### src/rtl/hyper_trap_ctrl.sv
// hyper_trap_ctrl: hypervisor trap entry/exit sequencer that feeds synthetic opcodes to the CPU and saves/restores mapper state
module hyper_trap_ctrl #(
  parameter int          TRAP_BITS   = 6,
  parameter logic [15:0] VECTOR_BASE = 16'h8000,
  parameter int          MAP_REGS    = 4
) (
  input  logic        clk,
  input  logic        reset,
  input  logic        hyper_cs,
  input  logic [7:0]  hyper_addr,
  input  logic [15:0] cpu_addr,
  input  logic        cpu_write,
  input  logic        cpu_sync,
  input  logic        ready,
  input  logic [7:0]  cpu_ext_data_i,
  input  logic [7:0]  cpu_data_o,
  output logic [7:0]  cpu_data_i,
  output logic        hyper_mode,
  output logic        map_enable,
  output logic        busy,
  output logic [2:0]  mapper_reg_sel,
  input  logic [7:0]  mapper_reg,
  output logic        mapper_wr,
  output logic [7:0]  mapper_wdata,
  output logic [15:0] saved_pc,
  output logic [7:0]  saved_p
);
  typedef enum logic [3:0] {
    IDLE             = 4'd0,
    EN_PHP_FETCH     = 4'd1,
    EN_PHP_DEC       = 4'd2,
    EN_PHP_EX        = 4'd3,
    EN_JMP_FETCH     = 4'd4,
    EN_PCL           = 4'd5,
    EN_PCH           = 4'd6,
    EX_CLE_SEE_FETCH = 4'd7,
    EX_CLE_SEE_EX    = 4'd8,
    EX_PLP_FETCH     = 4'd9,
    EX_PLP_DEC       = 4'd10,
    EX_PLP_EX        = 4'd11,
    EX_JMP_FETCH     = 4'd12,
    EX_PCL           = 4'd13,
    EX_PCH           = 4'd14
  } state_t;
  state_t               state, state_nx;
  logic [TRAP_BITS-1:0] port;
  logic [15:0]          vector;
  logic [2:0]           idx;
  logic [7:0]           shadow [MAP_REGS];
  logic [7:0]           shadow_rd;
  logic [7:0]           drive;
  logic                 gate, req, idle, fetch, adv, slot, in_entry, in_exit;
  assign req      = hyper_cs & ready & cpu_write & (hyper_addr[7:6] == 2'b01);
  assign idle     = state == IDLE;
  assign fetch    = state inside {EN_PHP_FETCH, EN_JMP_FETCH, EX_CLE_SEE_FETCH, EX_PLP_FETCH, EX_JMP_FETCH};
  assign adv      = !idle && ready && (!fetch || cpu_sync);
  assign slot     = int'(idx) < MAP_REGS;
  assign in_entry = state inside {[EN_PHP_FETCH:EN_PCH]};
  assign in_exit  = state inside {[EX_CLE_SEE_FETCH:EX_PCH]};
  assign vector   = VECTOR_BASE + 16'({port, 2'b00});
  // Opcode stream: PHP then JMP vector on entry; CLE/SEE, PLP, JMP saved_pc on exit
  always_comb begin
    state_nx = state;
    drive    = 8'h00;
    case (state)
      IDLE:             state_nx = req ? (hyper_mode ? EX_CLE_SEE_FETCH : EN_PHP_FETCH) : IDLE;
      EN_PHP_FETCH:     begin drive = 8'h08; state_nx = adv ? EN_PHP_DEC : state; end
      EN_PHP_DEC:       begin drive = 8'h08; state_nx = adv ? EN_PHP_EX : state; end
      EN_PHP_EX:        begin drive = 8'h08; state_nx = adv ? EN_JMP_FETCH : state; end
      EN_JMP_FETCH:     begin drive = 8'h4C; state_nx = adv ? EN_PCL : state; end
      EN_PCL:           begin drive = vector[7:0]; state_nx = adv ? EN_PCH : state; end
      EN_PCH:           begin drive = vector[15:8]; state_nx = adv ? IDLE : state; end
      EX_CLE_SEE_FETCH: begin drive = {7'b0000001, saved_p[5]}; state_nx = adv ? EX_CLE_SEE_EX : state; end
      EX_CLE_SEE_EX:    begin drive = {7'b0000001, saved_p[5]}; state_nx = adv ? EX_PLP_FETCH : state; end
      EX_PLP_FETCH:     begin drive = 8'h28; state_nx = adv ? EX_PLP_DEC : state; end
      EX_PLP_DEC:       begin drive = 8'h28; state_nx = adv ? EX_PLP_EX : state; end
      EX_PLP_EX:        begin drive = saved_p; state_nx = adv ? EX_JMP_FETCH : state; end
      EX_JMP_FETCH:     begin drive = 8'h4C; state_nx = adv ? EX_PCL : state; end
      EX_PCL:           begin drive = saved_pc[7:0]; state_nx = adv ? EX_PCH : state; end
      EX_PCH:           begin drive = saved_pc[15:8]; state_nx = adv ? IDLE : state; end
      default:          state_nx = IDLE;
    endcase
  end
  always_comb begin
    shadow_rd = 8'h00;
    for (int i = 0; i < MAP_REGS; i++)
      shadow_rd = (idx == 3'(i)) ? shadow[i] : shadow_rd;
  end
  assign cpu_data_i     = (idle && !req) ? cpu_ext_data_i : drive;
  assign map_enable     = gate & idle & !req;
  assign busy           = !idle;
  assign mapper_reg_sel = idx;
  assign mapper_wr      = in_exit & adv & slot;
  assign mapper_wdata   = mapper_wr ? shadow_rd : 8'h00;
  always_ff @(posedge clk) begin
    if (reset) begin
      state      <= IDLE;
      hyper_mode <= 1'b0;
      gate       <= 1'b1;
      saved_pc   <= 16'h0000;
      saved_p    <= 8'h00;
      idx        <= 3'd0;
      port       <= '0;
      for (int i = 0; i < MAP_REGS; i++) shadow[i] <= 8'h00;
    end else begin
      state <= state_nx;
      if (idle && req && !hyper_mode) begin
        port       <= hyper_addr[TRAP_BITS-1:0];
        hyper_mode <= 1'b1;
        gate       <= 1'b0;
      end
      if (state == EN_PHP_FETCH && adv) saved_pc <= cpu_addr;
      if (state == EN_PHP_EX && adv) saved_p <= cpu_data_o;
      if (adv) begin
        idx <= (state_nx == IDLE) ? 3'd0 : idx + 3'd1;
        for (int i = 0; i < MAP_REGS; i++)
          if (in_entry && slot && idx == 3'(i)) shadow[i] <= mapper_reg;
        if (state == EX_PCH) begin
          hyper_mode <= 1'b0;
          gate       <= 1'b1;
        end
      end
    end
  end
endmodule

### config.mk
export PLATFORM = sky130hd
export DESIGN_NAME = hyper_trap_ctrl
export DESIGN_NICKNAME = d
export VERILOG_FILES = /design/src/rtl/hyper_trap_ctrl.sv
export SDC_FILE = /design/constraint.sdc
export NUM_CORES = 1
export LEC_CHECK = 0
export CORE_MARGIN = 8
export CORE_UTILIZATION = 34
export DETAILED_ROUTE_END_ITERATION = 8
export PLACE_DENSITY = 0.68
export SYNTH_ARGS = -nofsm -noshare
export SYNTH_HDL_FRONTEND = slang
export SYNTH_SLANG_ARGS = --single-unit
### constraint.sdc
create_clock -name clk -period 3.75 [get_ports clk]
set_clock_uncertainty 0.2 [all_clocks]
set_input_delay 0.5625 -clock clk [delete_from_list [all_inputs] [get_ports clk]]
set_output_delay 0.5625 -clock clk [all_outputs]
set_load 0.02 [all_outputs]
==> qor.txt, run 1 <==
Die width: 122 um
Final hold slack: 0.270 ns
Syn avg cell area: 10.0 um2
Crit. End Element: primary output
Vias in the first global route: 3446
Critical path startpoint: state[1]$_SDFF_PP0_
Antenna-violating nets left: 0
Share of cells above drive strength 1: 10.3%
Final WL: 11100 um
Commonest non-fill, non-tap cells in the layout: clkdlybuf4s50_1 (100), nor2_1 (44), dfxtp_1 (37)
Final setup fails: 0
Maxcap violations: 0
RR Startpoint: state[1]$_SDFF_PP0_
DRT Pass-1 Iters: 4
R2r endpoint: shadow[1][6]$_SDFFCE_PN0P_
Worst ir drop on vdd: 0.202 mV
Root Buffer: clkbuf_16
Asr flop ratio synth: 0%
Unrepaired setup endpoints after global routing: no
Post-detail-place hpwl: 8180 um
Area growth, synth to finish: 37.3%
Hold path startpoint: gate$_SDFF_PP1_
Slew Viols, Final: 0
First-pass GRT wire length: 17800 um
PwrDens: 340 nW/um2
Crit path launch type: register
Via density per instance: 5.19
Final RePlAce weighted congestion: 0.847
Tmin final: 3.57 ns
H-tree depth: 3
Worst Setup EP: mapper_wdata[7]
Clk Latency, worst-skew pair: 0.34 ns
Via count: 3252
Register area: 1740 um2
Non-Filler Instances: 627
FF+latch count, synth: 71
Multi-input logic area: 1930 um2
Fmax: 0.280 GHz
Largest net degree at the start of global routing: 46
Leak Pwr: 2.06 nW
Final nets: 538
Post-CTS setup buffer count: 0
Status: finished clean
R2R depth: 6
Tot GR Track Use: 15.3%
Hold depth: 2
Critical setup path kind: register to primary output
Dominant synthesized flop cell: dfxtp_1
Synthesized area: 3840 um2
R2R Setup Slk: 1.08 ns
Starting density of the core: 34.2%
Rows: 39
CP Max Fanout: 11
# DRC: 0
Io pins: 101
Grt total ovfl: 0
Post-Syn Nets: 442
Syn Inst Count: 383
Diodes inserted: 0
Fin. Hold Viols: 0
Fin crit share: 95.1%
PortBufs: 100
Max Buffers Root-to-Sink: 2
DR iter-0 viols: 310
Crit path DAT: 2.80 ns
Num CTS Buffers: 9
Placed Instances: 611
Full die area: 14900 um2
Fill cells: 1063
Sinks on Clock Net: 71
Slew Limit Headroom: 49.1%
Post-synth EDFFs: 32
Total core area: 11200 um2
Worst hold path class: register to register
Synth cell types: 60
Slew @ Worst Pin: 0.763 ns
Sequential area share after synthesis: 45.4%
Most common cell after layout, fill and taps aside: clkdlybuf4s50_1
Fin Setup TNS: 0 ns
Yosys warning total: 0
Clock Pin Slew Worst Setup and Hold Paths: 0.06 ns
Initial antenna violation count: 0
Routed len/inst: 17.7 um
CTS tree: built
Die height: 122 um
Worst path required time: 2.99 ns
==> worst max-delay path, cell delays in order, from the launching register on <==
cell	delay [ns]
dfxtp_1	0.63
o21ai_1	0.16
a21oi_2	0.29
o211ai_4	0.13
nor3_4	0.41
o211a_1	0.23
clkdlybuf4s50_1	0.61
==> cell usage after synthesis (3+ instances only) <==
library cell	n	area [um2]
a21o_1	6	45.0
a21oi_1	13	65.1
a22oi_1	10	75.1
a32oi_1	3	26.3
and2_1	32	200
and3_1	3	18.8
buf_1	6	22.5
buf_2	8	40.0
clkbuf_1	8	30.0
dfxtp_1	39	781
edfxtp_1	32	961
ha_1	5	62.6
inv_1	12	45.0
mux2i_1	32	320
nand2_1	25	93.8
nand2b_1	3	18.8
nand3_1	3	15.0
nand3b_1	3	22.5
nand4_1	4	25.0
nor2_1	45	169
nor2b_1	5	31.3
nor4_4	4	85.1
o2111ai_1	3	26.3
o211a_1	8	80.1
o211ai_1	12	90.1
o21ai_0	10	50.1
o21ai_1	3	15.0
==> logic make-up after synthesis <==
logic type / share of synthesized area (%)
adder cells (fa/ha/maj): 1.63
flip-flops: 45.4
XOR/XNOR: 0.228
AO/OA/AOI/OAI: 18.1
AND/OR/NAND/NOR: 21.8
buffers and inverters: 4.56
multiplexers: 8.34
==> worst min path at each step <==
stage,endpoint,slack [ns]
2_1_floorplan,gate$_SDFF_PP1_,0.24
4_1_cts,gate$_SDFF_PP1_,0.28
6_report,gate$_SDFF_PP1_,0.27
5_1_grt,gate$_SDFF_PP1_,0.32
3_5_place_dp,gate$_SDFF_PP1_,0.27
3_3_place_gp,gate$_SDFF_PP1_,0.25
==> per-layer routing <==
layer	routed length, um	vias to the layer above	GRT usage (%)
li1	-	1590	-
met1	4580	1519	17.8
met2	5280	127	24.5
met3	1010	16	6.99
met4	213	0	5.41
met5	0	-	0
==> power breakdown <==
part	leakage, nW	internal, mW	switching [mW]
Sequential	0.646	0.820	0.00655
Clock	0.130	0.455	0.353
Combinational	1.29	0.0840	0.0713
==> layout make-up <==
type,count,area share [%]
clock inverters,7,1.07
well taps,143,3.40
multi-input cells,272,36.7
inverters,15,1.07
clock buffers,9,4.27
flip-flops and latches,71,33.1
repair buffers,110,20.4
==> state kept, by name, summed over array words and instances (netlist names) <==
name	cells
saved_p	8
hyper_mode	1
shadow	32
state	4
port	6
mapper_reg_sel	3
saved_pc	16
gate	1
==> per-stage QoR <==
stage | cell area [um2] | power [mW] | setup slack [ns] | util [%]
5_1_grt | 5270 | 1.85 | 0.00639 | 47.0
3_5_place_dp | 4970 | 0.999 | 0.216 | 44.3
6_report | 5270 | 1.79 | 0.184 | 47.0
4_1_cts | 5260 | 1.81 | 0.0920 | 46.8
2_1_floorplan | 3840 | 0.904 | 1.14 | -
3_3_place_gp | 4970 | 0.997 | 0.276 | 44.3
==> what timing repair did <==
action	CTS	global route
endpoints found under the setup margin	0	13
hold buffers	0	0
resized for setup	0	4
(Power assumes the default switching activity.)
==> run 2: changes to the inputs <==
CORE_UTILIZATION = 45   (was 34)
PLACE_DENSITY = 0.84   (was 0.68)
==> qor.txt, run 2 (same netlist as run 1, synthesis figures left out) <==
Post-Place Worst Slack: 0.221 ns (+0.00544 ns)
Leak Pwr: 2.03 nW (-1.7%)
Final RePlAce weighted congestion: 0.866 (+2.2%)
Final hold slack: 0.274 ns (+0.00417 ns)
Fin. Hold Viols: 0 (unchanged)
Grt total ovfl: 0 (unchanged)
R2r endpoint: shadow[1][2]$_SDFFCE_PN0P_
Worst ir drop on vdd: 0.166 mV (-18%)
Number of flip-flops in the largest register: 32 (unchanged)
Critical setup path kind: primary input to primary output
Max Buffers Root-to-Sink: 2 (unchanged)
Rows: 33 (-15%)
DRT Pass-1 Iters: 5 (+1)
Biggest regs: shadow (32), saved_pc (16), saved_p (8)
Worst hold path class: register to register
Largest net degree at the start of global routing: 31 (-33%)
Maxcap violations: 0 (unchanged)
Crit path DAT: 2.77 ns (-0.03 ns)
Tot GR Track Use: 18.6% (+3.3 points)
DR iter-0 viols: 219 (-29%)
Diodes inserted: 0 (unchanged)
Status: finished clean
Share of cells above drive strength 1: 10.1% (-0.21 points)
Worst path required time: 2.99 ns (about the same)
CTS tree: built
Final WL: 11000 um (-0.94%)
Slowest cell on crit path: clkdlybuf4s50_1
R2R Setup Slk: 1.18 ns (+0.10 ns)
CP Max Fanout: 9 (-2)
Routed len/inst: 18.6 um (+5.5%)
RR Startpoint: state[3]$_SDFF_PP0_
Unrepaired setup endpoints after global routing: no
Vias in the first global route: 3494 (+1.4%)
First-pass GRT wire length: 17200 um (-3.1%)
Num CTS Buffers: 9 (unchanged)
Most common cell after layout, fill and taps aside: clkdlybuf4s50_1
Slew @ Worst Pin: 0.806 ns (+0.0428 ns)
Crit path launch type: primary input
Clk Latency, worst-skew pair: 0.34 ns (about the same)
Tmin final: 3.53 ns (-0.0363 ns)
Placed Instances: 573 (-6.2%)
Slew Viols, Final: 0 (unchanged)
Hold depth: 2 (unchanged)
Fin Setup TNS: 0 ns (unchanged)
Sequence of cells on the critical path: clkdlybuf4s50_1, o21bai_2, o211ai_4, nor3_4, o211a_1, clkdlybuf4s50_1
Clock Pin Slew Worst Setup and Hold Paths: 0.07 ns (about the same)
Post-detail-place hpwl: 8210 um (+0.32%)
Via count: 3340 (+2.7%)
Post-CTS setup buffer count: 0 (unchanged)
CP max stage delay: 0.62 ns (about the same)
CP dominant cell by count: clkdlybuf4s50_1
Total core area: 8260 um2 (-26%)
Sinks on Clock Net: 71 (unchanged)
Crit. End Element: primary output
Final setup fails: 0 (unchanged)
Fin worst setup slack: 0.220 ns (+0.0363 ns)
H-tree depth: 3 (unchanged)
PwrDens: 312 nW/um2 (-8.2%)
Fin crit share: 94.1% (-0.97 points)
Via density per instance: 5.67 (+9.3%)
Final nets: 538 (unchanged)
Biggest register: shadow
Non-Filler Instances: 589 (-6.1%)
Initial antenna violation count: 0 (unchanged)
PortBufs: 100 (unchanged)
Root Buffer: clkbuf_8
Antenna-violating nets left: 0 (unchanged)
Hold path startpoint: gate$_SDFF_PP1_
Io pins: 101 (unchanged)
Slew Limit Headroom: 46.2% (-2.9 points)
Die width: 108 um (-11%)
# DRC: 0 (unchanged)
R2R depth: 6 (unchanged)
Full die area: 11700 um2 (-21%)
Commonest non-fill, non-tap cells in the layout: clkdlybuf4s50_1 (100), nor2_1 (45), dfxtp_1 (37)
Worst Hold Path EP: gate$_SDFF_PP1_
Die height: 108 um (-11%)
Fmax: 0.283 GHz (+1.0%)
Starting density of the core: 46.5% (+12 points)
Area growth, synth to finish: 33.6%
==> run 2: changes by cell type in the layout (fill, tap and decap cells not counted), sizes merged <==
cell      change
inv           -1
clkinvlp      -2
bufinv        +1
clkbuf        +2
==> run 2: repair_timing <==
action,CTS,global route
resized for setup,0,2
endpoints found under the setup margin,0,16
hold buffers,0,0
==> run 2: area by class of cell <==
cell class                 instances  area (um2)
clock buffer                      11         143
clock inverter                     5        55.1
fill                             693        3130
inverter                          15        56.3
multi-input combinational        272        1920
sequential                        71        1740
tap                              105         131
timing repair buffer             110        1080
==> run 2: worst max-delay path by stage <==
| stage | startpoint | to | slack, ns |
|---|---|---|---|
| after global placement | cpu_sync | mapper_wdata[4] | 0.31 |
| after detailed placement | cpu_sync | mapper_wdata[4] | 0.22 |
| after floorplan | state[2]$_SDFF_PP0_ | mapper_wdata[0] | 1.14 |
| after global routing | mapper_reg_sel[0]$_SDFFE_PP0P_ | mapper_wdata[0] | 0.05 |
| final | cpu_sync | mapper_wdata[4] | 0.22 |
| after CTS | state[3]$_SDFF_PP0_ | mapper_wdata[4] | 0.05 |
==> run 2: routing by layer <==
metal  track usage, %  part of all wire (%)  vias to the layer above  wire length (um)
li1                 -                     -                     1578                 -
met1             21.4                    41                     1555              4460
met2             30.4                    48                      172              5290
met3             6.78                   8.5                       35               930
met4             8.50                   2.7                        0               300
met5                0                     0                        -                 0
==> run 2: critical path: cells and delay by family <==
family / cells / cell delay (ns)
compound gates: 3 / 0.58
buf+inv: 2 / 1.23
simple gates: 1 / 0.40
==> run 2: through the flow <==
stage / total power [mW] / utilization [%] / instance area [um2]
after floorplan: 0.904 / - / 3840
after global placement: 0.994 / 59.7 / 4930
after detailed placement: 0.996 / 59.7 / 4930
after CTS: 1.60 / 62.1 / 5120
after global routing: 1.65 / 62.1 / 5130
final: 1.60 / 62.1 / 5130
==> run 2: power by group <==
| group | switching [mW] | total [mW] | internal [mW] |
|---|---|---|---|
| registers | 0.00535 | 0.825 | 0.819 |
| logic | 0.0714 | 0.155 | 0.0839 |
| clock network | 0.291 | 0.619 | 0.328 |
==> run 3: changes to the inputs <==
CORE_UTILIZATION = 53   (was 45)
PLACE_DENSITY = 0.95   (was 0.84)
==> qor.txt, run 3 (same netlist as run 1, synthesis figures left out) <==
Status: finished clean
Most common cell after layout, fill and taps aside: clkdlybuf4s50_1
Tot GR Track Use: 22.1% (+3.5 points)
Hold depth: 2 (unchanged)
Final WL: 11300 um (+2.6%)
Biggest regs: shadow (32), saved_pc (16), saved_p (8)
R2R depth: 6 (unchanged)
Final setup fails: 0 (unchanged)
Worst ir drop on vdd: 0.189 mV (+14%)
# DRC: 0 (unchanged)
Final Cell Area: 5130 um2 (about the same)
Via density per instance: 5.88 (+3.7%)
CP max stage delay: 0.61 ns (about the same)
Final nets: 538 (unchanged)
Crit path launch type: register
Critical path startpoint: state[2]$_SDFF_PP0_
H-tree depth: 3 (unchanged)
Worst hold path class: register to register
Tmin final: 3.57 ns (+0.0424 ns)
Diodes inserted: 0 (unchanged)
R2R Setup Slk: 1.04 ns (-0.14 ns)
Num CTS Buffers: 9 (unchanged)
Non-Filler Instances: 583 (-1.0%)
Initial antenna violation count: 0 (unchanged)
Die height: 101 um (-6.7%)
Final RePlAce weighted congestion: 0.918 (+6.0%)
Fin Setup TNS: 0 ns (unchanged)
PwrDens: 317 nW/um2 (+1.5%)
Vias in the first global route: 3574 (+2.3%)
Grt total ovfl: 0 (unchanged)
Root Buffer: clkbuf_8
Crit. End Element: primary output
Full die area: 10200 um2 (-13%)
Die width: 101 um (-6.7%)
Leak Pwr: 2.03 nW (+0.24%)
Slew Limit Headroom: 43.7% (-2.5 points)
Slowest cell on crit path: dfxtp_1
Placed inst area: 4920 um2 (-0.15%)
WP depth: 6 (unchanged)
Maxcap violations: 0 (unchanged)
Slew Viols, Final: 0 (unchanged)
Post-Place Worst Slack: 0.266 ns (+0.0449 ns)
Share of cells above drive strength 1: 9.71% (-0.41 points)
Hold path startpoint: gate$_SDFF_PP1_
Final Core Density: 71.8% (+9.7 points)
Sequence of cells on the critical path: buf_4, nand3_1, xnor2_1, nor3_4, o211a_1, clkdlybuf4s50_1
DR iter-0 viols: 314 (+43%)
Fin crit share: 95.3% (+1.1 points)
Worst path required time: 2.99 ns (about the same)
Multi-input logic area: 1920 um2 (+0.13%)
Commonest non-fill, non-tap cells in the layout: clkdlybuf4s50_1 (100), nor2_1 (44), dfxtp_1 (39)
Total power: 1.62 mW (+1.5%)
Clock Pin Slew Worst Setup and Hold Paths: 0.08 ns (about the same)
CTS tree: built
Placed Instances: 567 (-1.0%)
Final hold slack: 0.283 ns (+0.00864 ns)
Biggest register: shadow
Io pins: 101 (unchanged)
Area growth, synth to finish: 33.5% (about the same)
Slew @ Worst Pin: 0.844 ns (+0.0382 ns)
R2r endpoint: shadow[1][5]$_SDFFCE_PN0P_
Sinks on Clock Net: 71 (unchanged)
Fin. Hold Viols: 0 (unchanged)
Post-detail-place hpwl: 8350 um (+1.7%)
Starting density of the core: 53.8% (+7.3 points)
Fmax: 0.280 GHz (-1.2%)
RR Startpoint: state[3]$_SDFF_PP0_
Routed len/inst: 19.3 um (+3.7%)
Worst Path Buf+Inv: 2 (unchanged)
Register area: 1740 um2 (-0.14%)
Antenna-violating nets left: 0 (unchanged)
Largest net degree at the start of global routing: 24 (-23%)
Fin worst setup slack: 0.178 ns (-0.0424 ns)
Clk Latency, worst-skew pair: 0.35 ns (about the same)
Crit path DAT: 2.81 ns (+0.04 ns)
CP delay by family, top: buffers and inverters
First-pass GRT wire length: 17700 um (+2.6%)
Via count: 3427 (+2.6%)
Rows: 31 (-6.1%)
Max Buffers Root-to-Sink: 2 (unchanged)
PortBufs: 100 (unchanged)
Total core area: 7140 um2 (-14%)
DRT Pass-1 Iters: 5 (unchanged)
Critical setup path kind: register to primary output
Post-CTS setup buffer count: 0 (unchanged)
Number of flip-flops in the largest register: 32 (unchanged)
CP Max Fanout: 17 (+8)
Unrepaired setup endpoints after global routing: no
Fill cells: 501 (-28%)
Worst Hold Path EP: gate$_SDFF_PP1_
==> run 3: cell count changes in the layout (fill, tap and decap cells not counted) <==
| cell | previous run | this run |
|---|---|---|
| clkbuf_8 | 10 | 11 |
| nor2_2 | 0 | 1 |
| nor2_1 | 45 | 44 |
| dfxtp_1 | 37 | 39 |
| clkbuf_4 | 0 | 1 |
| clkbuf_1 | 0 | 1 |
| clkinvlp_4 | 1 | 0 |
| dfxtp_2 | 2 | 0 |
| clkbuf_2 | 1 | 0 |
| inv_4 | 2 | 1 |
==> run 3: worst max-delay path by stage <==
stage	end	slack, ns
2_1_floorplan	mapper_wdata[0]	1.14
3_3_place_gp	mapper_wdata[6]	0.33
3_5_place_dp	mapper_wdata[3]	0.27
4_1_cts	mapper_wdata[0]	0.15
5_1_grt	mapper_wdata[5]	0.007
6_report	mapper_wdata[3]	0.18
==> run 3: final cells by class <==
cell class	count	area share, %
multi-input combinational	272	37.5
sequential	71	34.0
timing repair buffer	110	21.0
clock buffer	13	3.17
tap	99	2.42
inverter	15	1.10
clock inverter	3	0.805
==> run 3: worst reg2reg max path, stage by stage (launching register included) <==
cell,delay [ns]
dfxtp_1,0.62
nor2b_1,0.17
a21oi_2,0.31
o211ai_4,0.13
buf_4,0.22
nor4_4,0.32
a21o_1,0.40
==> run 3: power breakdown <==
group	internal (mW)	switching [mW]
sequential	0.819	0.00537
clock	0.351	0.290
combinational	0.0845	0.0728
total	1.26	0.368
==> run 3: layer usage <==
layer / wire (um) / up-vias / track usage (%)
li1: - / 1583 / -
met1: 4260 / 1658 / 23.8
met2: 6040 / 161 / 40.2
met3: 666 / 25 / 5.04
met4: 308 / 0 / 9.74
met5: 0 / - / 0
==> run 3: what timing repair did <==
item                       4_1_cts  5_1_grt
setup endpoints to repair        0        5
resized for setup                0        1
hold buffers                     0        0
